[config.mk]
export PLATFORM = sky130hd
export DESIGN_NAME = fc_sram_writer_flat
export DESIGN_NICKNAME = d
export VERILOG_FILES = /design/src/rtl/fc_pkg.sv /design/src/rtl/fc_sram_writer_if.sv /design/src/rtl/fc_lane_packer.sv /design/src/rtl/fc_sram_writer.sv /design/src/flat_wrapper.sv
export SDC_FILE = /design/constraint.sdc
export NUM_CORES = 1
export LEC_CHECK = 0
export ABC_AREA = 1
export CAP_MARGIN = 10
export CORE_MARGIN = 2
export CORE_UTILIZATION = 55
export CTS_BUF_LIST = sky130_fd_sc_hd__clkbuf_8
export DETAILED_ROUTE_END_ITERATION = 10
export PLACE_DENSITY = 0.82
export SYNTH_ARGS = -nofsm -noshare
export SYNTH_HDL_FRONTEND = slang
export SYNTH_HIERARCHICAL = 1
export SYNTH_SLANG_ARGS = --single-unit
[constraint.sdc]
create_clock -name clk -period 6.04 [get_ports clk]
set_clock_uncertainty 0.2 [all_clocks]
set_input_delay 0.906 -clock clk [delete_from_list [all_inputs] [get_ports clk]]
set_output_delay 0.906 -clock clk [all_outputs]
set_load 0.02 [all_outputs]
[src/rtl/fc_pkg.sv]
// Shared FC-stage constants, SRAM group codes and the writer FSM encoding.
// The lane/bank constants must stay in step with the FC window fetch layout.
package fc_pkg;
  localparam int DATA_WIDTH             = 8;
  localparam int DATA_NUM_PER_SRAM_ADDR = 4;
  localparam int SRAM_NUM               = 5;
  localparam int ADDR_WIDTH             = 10;
  localparam int DATA_NUM               = SRAM_NUM * DATA_NUM_PER_SRAM_ADDR;

  localparam int LANE_W = $clog2(DATA_NUM_PER_SRAM_ADDR);
  localparam int BANK_W = $clog2(SRAM_NUM);
  localparam int WEN_W  = 3 * SRAM_NUM;
  localparam int WORD_W = DATA_NUM_PER_SRAM_ADDR * DATA_WIDTH;

  typedef enum logic [1:0] {
    SRAM_C   = 2'd0,
    SRAM_D   = 2'd1,
    SRAM_E   = 2'd2,
    SRAM_INV = 2'd3
  } sram_grp_e;

  typedef enum logic [1:0] {
    ST_IDLE,
    ST_FILL,
    ST_FLUSH,
    ST_DONE
  } fc_wr_state_e;

  // Write strobes are laid out group-major: bit g*SRAM_NUM + b.
  function automatic logic [WEN_W-1:0] wen_onehot(sram_grp_e grp, logic [BANK_W-1:0] bank);
    int idx;
    idx = int'(grp) * SRAM_NUM + int'(bank);
    return WEN_W'(1) << idx;
  endfunction
endpackage

[src/rtl/fc_sram_writer_if.sv]
// Job-control, element-stream and SRAM write-port bundle of the FC write-back packer.
interface fc_sram_writer_if import fc_pkg::*; ();
  logic                  start;
  logic [1:0]            sram_sel;
  logic [ADDR_WIDTH-1:0] base_addr;
  logic                  in_valid;
  logic [DATA_WIDTH-1:0] in_data;
  logic                  in_last;
  logic                  in_ready;
  logic [WEN_W-1:0]      sram_wen;
  logic [ADDR_WIDTH-1:0] sram_waddr;
  logic [WORD_W-1:0]     sram_wdata;
  logic [DATA_NUM_PER_SRAM_ADDR-1:0] sram_wmask;
  logic                  busy;
  logic                  done;

  modport master (
    output start, sram_sel, base_addr, in_valid, in_data, in_last,
    input  in_ready, sram_wen, sram_waddr, sram_wdata, sram_wmask, busy, done
  );

  modport slave (
    input  start, sram_sel, base_addr, in_valid, in_data, in_last,
    output in_ready, sram_wen, sram_waddr, sram_wdata, sram_wmask, busy, done
  );
endinterface

[src/rtl/fc_lane_packer.sv]
// Gathers serial elements into one SRAM word (lane 0 in the MSBs) and reports
// the completed word, zero-padded with a lane mask, in the completing handshake cycle.
module fc_lane_packer import fc_pkg::*; (
  input  logic                  clk,
  input  logic                  srstn,
  input  logic                  push,
  input  logic                  last,
  input  logic [DATA_WIDTH-1:0] data,
  output logic                  word_valid,
  output logic [WORD_W-1:0]     word_data,
  output logic [DATA_NUM_PER_SRAM_ADDR-1:0] word_mask
);
  localparam int LANES = DATA_NUM_PER_SRAM_ADDR;

  logic [LANE_W-1:0] lane_q, lane_d;
  logic [WORD_W-1:0] pack_q, pack_d;
  logic [WORD_W-1:0] merged;

  // NOTE: every always_comb output gets a default first so no path infers a latch.
  always_comb begin
    lane_d     = lane_q;
    pack_d     = pack_q;
    word_valid = 1'b0;
    word_data  = '0;
    word_mask  = '0;
    merged     = pack_q;
    merged[(LANES-1-int'(lane_q))*DATA_WIDTH +: DATA_WIDTH] = data;

    if (push) begin
      if (lane_q == LANE_W'(LANES-1) || last) begin
        word_valid = 1'b1;
        word_data  = merged;
        for (int i = 0; i < LANES; i++) begin
          word_mask[LANES-1-i] = (i <= int'(lane_q));
        end
        // Clearing here is what zero-pads the next partial word.
        lane_d = '0;
        pack_d = '0;
      end else begin
        lane_d = lane_q + LANE_W'(1);
        pack_d = merged;
      end
    end
  end

  // NOTE: state flops use non-blocking assignments so all of them update together at the edge.
  always_ff @(posedge clk) begin
    if (!srstn) begin
      lane_q <= '0;
      pack_q <= '0;
    end else begin
      lane_q <= lane_d;
      pack_q <= pack_d;
    end
  end
endmodule

[src/rtl/fc_sram_writer.sv]
// FC write-back packer top: job FSM plus bank/row address generation around
// fc_lane_packer; every output is registered.
module fc_sram_writer import fc_pkg::*; (
  input logic             clk,
  input logic             srstn,
  fc_sram_writer_if.slave bus
);
  fc_wr_state_e          state_q, state_d;
  sram_grp_e             group_q, group_d;
  logic [ADDR_WIDTH-1:0] row_q, row_d;
  logic [BANK_W-1:0]     bank_q, bank_d;
  logic                  ready_q, ready_d;
  logic                  busy_q, busy_d;
  logic                  done_q, done_d;
  logic [WEN_W-1:0]      wen_q, wen_d;
  logic [ADDR_WIDTH-1:0] waddr_q, waddr_d;
  logic [WORD_W-1:0]     wdata_q, wdata_d;
  logic [DATA_NUM_PER_SRAM_ADDR-1:0] wmask_q, wmask_d;

  logic                  hs;
  logic                  word_valid;
  logic [WORD_W-1:0]     word_data;
  logic [DATA_NUM_PER_SRAM_ADDR-1:0] word_mask;

  // ready_q is high exactly while state_q is FILL, so it qualifies the handshake.
  assign hs = bus.in_valid && ready_q;

  fc_lane_packer u_packer (
    .clk        (clk),
    .srstn      (srstn),
    .push       (hs),
    .last       (bus.in_last),
    .data       (bus.in_data),
    .word_valid (word_valid),
    .word_data  (word_data),
    .word_mask  (word_mask)
  );

  always_comb begin
    state_d = state_q;
    group_d = group_q;
    row_d   = row_q;
    bank_d  = bank_q;
    wen_d   = '0;
    waddr_d = waddr_q;
    wdata_d = wdata_q;
    wmask_d = wmask_q;

    case (state_q)
      ST_IDLE: begin
        if (bus.start && sram_grp_e'(bus.sram_sel) != SRAM_INV) begin
          state_d = ST_FILL;
          group_d = sram_grp_e'(bus.sram_sel);
          row_d   = bus.base_addr;
          bank_d  = '0;
        end
      end
      ST_FILL:  if (hs && bus.in_last) state_d = ST_FLUSH;
      ST_FLUSH: state_d = ST_DONE;
      ST_DONE:  state_d = ST_IDLE;
      default:  state_d = ST_IDLE;
    endcase

    if (word_valid) begin
      wen_d   = wen_onehot(group_q, bank_q);
      waddr_d = row_q;
      wdata_d = word_data;
      wmask_d = word_mask;
      if (bank_q == BANK_W'(SRAM_NUM-1)) begin
        bank_d = '0;
        row_d  = row_q + ADDR_WIDTH'(1);
      end else begin
        bank_d = bank_q + BANK_W'(1);
      end
    end

    ready_d = (state_d == ST_FILL);
    busy_d  = (state_d == ST_FILL) || (state_d == ST_FLUSH);
    done_d  = (state_d == ST_DONE);
  end

  always_ff @(posedge clk) begin
    if (!srstn) begin
      state_q <= ST_IDLE;
      group_q <= SRAM_C;
      row_q   <= '0;
      bank_q  <= '0;
      ready_q <= 1'b0;
      busy_q  <= 1'b0;
      done_q  <= 1'b0;
      wen_q   <= '0;
      waddr_q <= '0;
      wdata_q <= '0;
      wmask_q <= '0;
    end else begin
      state_q <= state_d;
      group_q <= group_d;
      row_q   <= row_d;
      bank_q  <= bank_d;
      ready_q <= ready_d;
      busy_q  <= busy_d;
      done_q  <= done_d;
      wen_q   <= wen_d;
      waddr_q <= waddr_d;
      wdata_q <= wdata_d;
      wmask_q <= wmask_d;
    end
  end

  assign bus.in_ready   = ready_q;
  assign bus.busy       = busy_q;
  assign bus.done       = done_q;
  assign bus.sram_wen   = wen_q;
  assign bus.sram_waddr = waddr_q;
  assign bus.sram_wdata = wdata_q;
  assign bus.sram_wmask = wmask_q;
endmodule

[src/flat_wrapper.sv]
// flat-port wrapper written by rule: the top's interface ports become plain ports
module fc_sram_writer_flat import fc_pkg::*;
  (clk, srstn, bus_start, bus_sram_sel, bus_base_addr, bus_in_valid, bus_in_data, bus_in_last, bus_in_ready, bus_sram_wen, bus_sram_waddr, bus_sram_wdata, bus_sram_wmask, bus_busy, bus_done);
  fc_sram_writer_if bus_i ();
  input logic clk;
  input logic srstn;
  input wire logic [$bits(bus_i.start)-1:0] bus_start;
  input wire logic [$bits(bus_i.sram_sel)-1:0] bus_sram_sel;
  input wire logic [$bits(bus_i.base_addr)-1:0] bus_base_addr;
  input wire logic [$bits(bus_i.in_valid)-1:0] bus_in_valid;
  input wire logic [$bits(bus_i.in_data)-1:0] bus_in_data;
  input wire logic [$bits(bus_i.in_last)-1:0] bus_in_last;
  output wire logic [$bits(bus_i.in_ready)-1:0] bus_in_ready;
  output wire logic [$bits(bus_i.sram_wen)-1:0] bus_sram_wen;
  output wire logic [$bits(bus_i.sram_waddr)-1:0] bus_sram_waddr;
  output wire logic [$bits(bus_i.sram_wdata)-1:0] bus_sram_wdata;
  output wire logic [$bits(bus_i.sram_wmask)-1:0] bus_sram_wmask;
  output wire logic [$bits(bus_i.busy)-1:0] bus_busy;
  output wire logic [$bits(bus_i.done)-1:0] bus_done;
  assign bus_i.start = bus_start;
  assign bus_i.sram_sel = bus_sram_sel;
  assign bus_i.base_addr = bus_base_addr;
  assign bus_i.in_valid = bus_in_valid;
  assign bus_i.in_data = bus_in_data;
  assign bus_i.in_last = bus_in_last;
  assign bus_in_ready = bus_i.in_ready;
  assign bus_sram_wen = bus_i.sram_wen;
  assign bus_sram_waddr = bus_i.sram_waddr;
  assign bus_sram_wdata = bus_i.sram_wdata;
  assign bus_sram_wmask = bus_i.sram_wmask;
  assign bus_busy = bus_i.busy;
  assign bus_done = bus_i.done;
  fc_sram_writer u_core (.clk(clk), .srstn(srstn), .bus(bus_i));
endmodule
======== After elaboration in Yosys (flattened, before gate mapping) ========
Index checks and enable logic that the tools add are counted.
Widths: inputs -> output; s select.
cells by class
  multiply operators ...................... 1
  reductions and logical operators ........ 11
  shifts and indexed selects .............. 3
  multiplexer cells ....................... 20
  $add $sub $neg .......................... 6
  eq/ne operators ......................... 9
  order comparisons ....................... 3
operator list
  operator                 count
  $mux 32                  3
  $mux 10                  4
  $neg 32->33              1
  $shift 8x33->32 const A  1
  $shiftx 8x33->32         1
  $add 32x4->32            1
  $bwmux 32                1
  $shl 1x32->15 const A    1
  $mux 3                   4
  $add 10x1->10 const B    1
  $eq 2x2->1 const B       5
  $mux 4                   2
  $pmux 2 s4               1
  $mux 2                   3
  $reduce_and 2->1         3
  $mul 2x3->5 const B      1
  $eq 2x1->1 const B       2
  $le 2x2->1 const A       2
  $reduce_bool 2->1        2
  $add 3x1->3 const B      1
  $eq 3x3->1 const B       1
  $logic_and 1x1->1        3
  $sub 2x2->3 const A      1
  $add 2x1->2 const B      1
  5 further kinds          7
word-level totals
  flip-flop bits (word level) ............. 115
  input bits .............................. 25
  output and inout bits ................... 64

======== Depth between registers and ports, before layout ========
  word-level depth ........................ 6
  depth in mapped cells ................... 12

======== Modules after synthesis ========
The synthesis kept the hierarchy.
by module, submodules not included
  module          area an instance (µm²)  cells each  sequential area each (µm²)  instances
  fc_sram_writer  3,285.7                 429         1,621.6                     1
  fc_lane_packer  1,975.6                 315         680.7                       1

======== Worst setup path before layout ========
Ideal clock, no wire load.
  kind .................................... in2reg
  from .................................... input bus_in_valid
  to ...................................... register u_core.row_q[2]
  slack ................................... 3,649 ps
  data arrival time ....................... 2,076 ps
  data required time ...................... 5,725 ps
  cell stages on the path ................. 11
  path buffers ............................ 2
  setup time .............................. 115 ps
  cells stage by stage .................... nand2_1 > inv_1 > inv_2 > nor2_8 > buf_6 > inv_4 > nor2_8 > inv_2 > buf_6 > a21oi_1 > nor2_1
on the way
  word-level cells in the longest chain between the ends .. 3
RTL lines
  item                    line                  text
  start: declaration      flat_wrapper.sv:10    input wire logic [$bits(bus_i.in_valid)-1:0] bus_in_valid;
  $logic_and 1x1->1       fc_sram_writer.sv:26  assign hs = bus.in_valid && ready_q;
  via u_core.hs           fc_sram_writer.sv:20  logic hs;
  $mux 1                  fc_lane_packer.sv:29  if (push) begin
  via u_core.word_valid   fc_sram_writer.sv:21  logic word_valid;
  $mux 10                 fc_sram_writer.sv:64  if (word_valid) begin
  end signal: assignment  fc_sram_writer.sv:98  row_q <= row_d;
  end: declaration        fc_sram_writer.sv:10  logic [ADDR_WIDTH-1:0] row_q, row_d;
The timed path passes the listed nets, and every way through them passes these cells.
A chain may end at the register's enable or synchronous reset.

======== Final worst setup path ========
  from .................................... input bus_in_valid
  to ...................................... register u_core.row_q[6]
The elaborated chain is that of the path after synthesis.

==> results.md <==
* Fmax at ~280 MHz
* Highest-count cells in the layout ignoring fill and taps: nor2_1 (164), nand2_1 (162), dfxtp_1 (115), clkdlybuf4s50_1 (87), a21oi_1 (67)
* Register area share after synthesis at a little over two fifths
* Avg Synthesized Cell Area at between 7 and 8 um2
* Mapped Cells at about 740
* Place WS at 2.16 ns
* CTS Root Cell: clkbuf_8
* Worst Path Required at approximately 6.2 ns
* Inserted Diodes at 0
* Clk buf depth at 2
* R2R setup slack at between 3 and 4 ns
* Worst-path clk slew at 0.08 ns
* GPL Wtd Cong at around 0.92
* 1st-iter DRT viols at between 200 and 300
* Ordered cell list for the critical path: clkdlybuf4s50_1, nand2_1, inv_1, inv_2, nor2_8, inv_4, nor2_8, inv_2, nand3_2, nand2_1, nor2_2
* Tcrit/Tclk final at about three fifths
* Hold Fails Final Rpt at 0
* Postcts setup bufs at 0
* Die width at a little over 100 um
* Via count at just over 5k
* Core area at ~9000 um2
* Detailed Place HPWL at 8.80 mm
* Slew Limit Fails at 0
* Cell Pwr Density at roughly 270 nW/um2
* # rows at 35
* Vias in the first global route at roughly 4.9k
* Worst-Skew Late Latency at roughly 0.42 ns
* I/O pins at between 80 and 90
* Register bit total from synthesis at between 100 and 150
* Post_cts resized at 0
* Critical Path Source Type: input port
* Gr usage total at approximately 26%
* Mapped Nets at approximately 800
* Worst ir drop on vdd at 0.000170 V
* Outcome: completed
* Worst-path fanout max at ~70
* Starting Density at 56.9%
* Leakage at 2.85 nW
* Layout cell share with drive strength beyond 1 at between 7 and 8%
* CP Buf/Inv Count at 5
* Crit-path max cell delay at about 0.73 ns
* Most common cell after layout, fill and taps aside: nor2_1
* Crit path max-delay family: buffers and inverters
* Pin count of the biggest net entering global routing at between 70 and 80
* Wire length per cell at approximately 14 um
* Area Overhead vs Synth at 24.3%
* Slew margin rel. at 43.2%
* Setup_tns at 0 ns
* DRT Wirelength at ~13 mm
* Tot Pwr at around 0.0017 W
* DRT Pass-1 Iters at 5
* CTS tree: done
* Initial antenna violation count at 0
* YS warnings at 6
* Min Tclk post-route at roughly 3.5 ns
* CTS Hold Bufs at 0
* Library cells used by synthesis at 31
* TritonCTS Buffers at 17
* Worst setup EP type: flip-flop
* CTS sink count at about 120
* First-pass GRT wire length at approximately 22 mm
* Die area at about 10000 um2
* Vias/cell at about 5.3
* Nets at 860
* Port buffer count at a little under 90
* # H-tree levels at 4
* Post-synth design cell area at roughly 5300 um2
* Die Y at between 100 and 150 um
* Fill count at 725
* Critical path class: in -> reg
* DRC viols at 0
* Max Cap Viol at 0
* Post-route setup slack at 2.51 ns
* Total grt overflow at 0
* # setup viols final at 0
* Crit-path slowest cell: nor2_8
* Hold Crit Class: reg -> reg
* Routed Antenna Nets at 0
* Worst EP arrival at between 3 and 4 ns
* RSZ-0062 raised after global routing: false
* Slew at the pin closest to its max-slew limit at between 0.8 and 0.9 ns
==> synthesized netlist by cell type (all sizes together) <==
master	count	area share, %
nor2	172	13
nand2	163	12
dfxtp	115	44
a21oi	70	6.9
o21ai	61	5.8
inv	56	4.0
nand3	40	4.7
buf	17	2.4
clkbuf	17	1.2
ha	16	3.8
nand4	9	1.1
nor3	2	0.19
a31oi	1	0.12
clkinv	1	0.071
fa	1	0.38
nand3b	1	0.21
or2	1	0.12
xnor2	1	0.17
==> logic make-up after synthesis <==
group / after synthesis / share of synthesized area, %
and+or+nand+nor: 388 / 31.3
adders and majority gates: 17 / 4.19
AOI/OAI and AO/OA: 132 / 12.8
xor gates and xnor gates: 1 / 0.166
buffers and inverters: 91 / 7.80
DFF: 115 / 43.8
==> power by group <==
part / switching, W / internal, W
logic: 0.000114 / 0.0000699
registers: 0.0000155 / 0.000781
clock network: 0.000336 / 0.000424
==> through the flow <==
stage / hold WS (ns) / area, um2 / utilization [%] / cells
global route: 0.265 / 6540 / 70.8 / 960
CTS: 0.236 / 6540 / 70.8 / 960
finish: 0.238 / 6540 / 70.8 / 960
detailed placement: 0.227 / 6110 / 66.1 / 928
global placement: 0.221 / 6110 / 66.1 / 928
floorplan: 0.215 / 5260 / - / 744
==> flip-flops by register name, summed over array words and instances (netlist names) <==
signal / flops
u_core/bus.done: 1
u_core/row_q: 10
u_core/bus.sram_wen: 15
u_core/u_packer/lane_q: 2
u_core/bus.in_ready: 1
u_core/u_packer/pack_q: 32
u_core/bus.sram_wmask: 4
u_core/bus.busy: 1
u_core/bus.sram_wdata: 32
u_core/bank_q: 3
u_core/group_q: 2
u_core/state_q: 2
u_core/bus.sram_waddr: 10
==> final cells by class <==
cell class	instances	area [um2]	area share [%]
flip-flops and latches	115	2300	35.2
clock inverters	14	179	2.74
repair buffers	89	883	13.5
clock buffers	18	248	3.79
inverters	57	216	3.31
well taps	129	161	2.47
multi-input cells	538	2550	39.0
==> worst paths after layout <==
kind | to | start | cells past startpoint
min reg2reg | u_core/u_packer/pack_q[6] | u_core/u_packer/pack_q[6] | 2
max reg2reg | u_core/row_q[6] | u_core/bus.in_ready | 10
min | u_core/u_packer/pack_q[6] | u_core/u_packer/pack_q[6] | 2
max | u_core/row_q[6] | bus_in_valid | 11
==> worst register-to-register path, stage by stage, from the launching register on <==
cell	delay (ns)
dfxtp_1	0.34
nand2_1	0.06
inv_1	0.15
inv_2	0.25
nor2_8	0.74
inv_4	0.38
nor2_8	0.29
inv_2	0.16
nand3_2	0.11
nand2_1	0.08
nor2_2	0.12
==> routing by layer <==
layer | track usage (%) | vias up | wire [um]
li1 | - | 2530 | -
met3 | 5.04 | 30 | 604
met4 | 11.2 | 0 | 257
met1 | 29.2 | 2340 | 5320
met5 | 0 | - | 0
met2 | 47.5 | 174 | 6820
No activity file was read; power rests on OpenSTA's default activity.
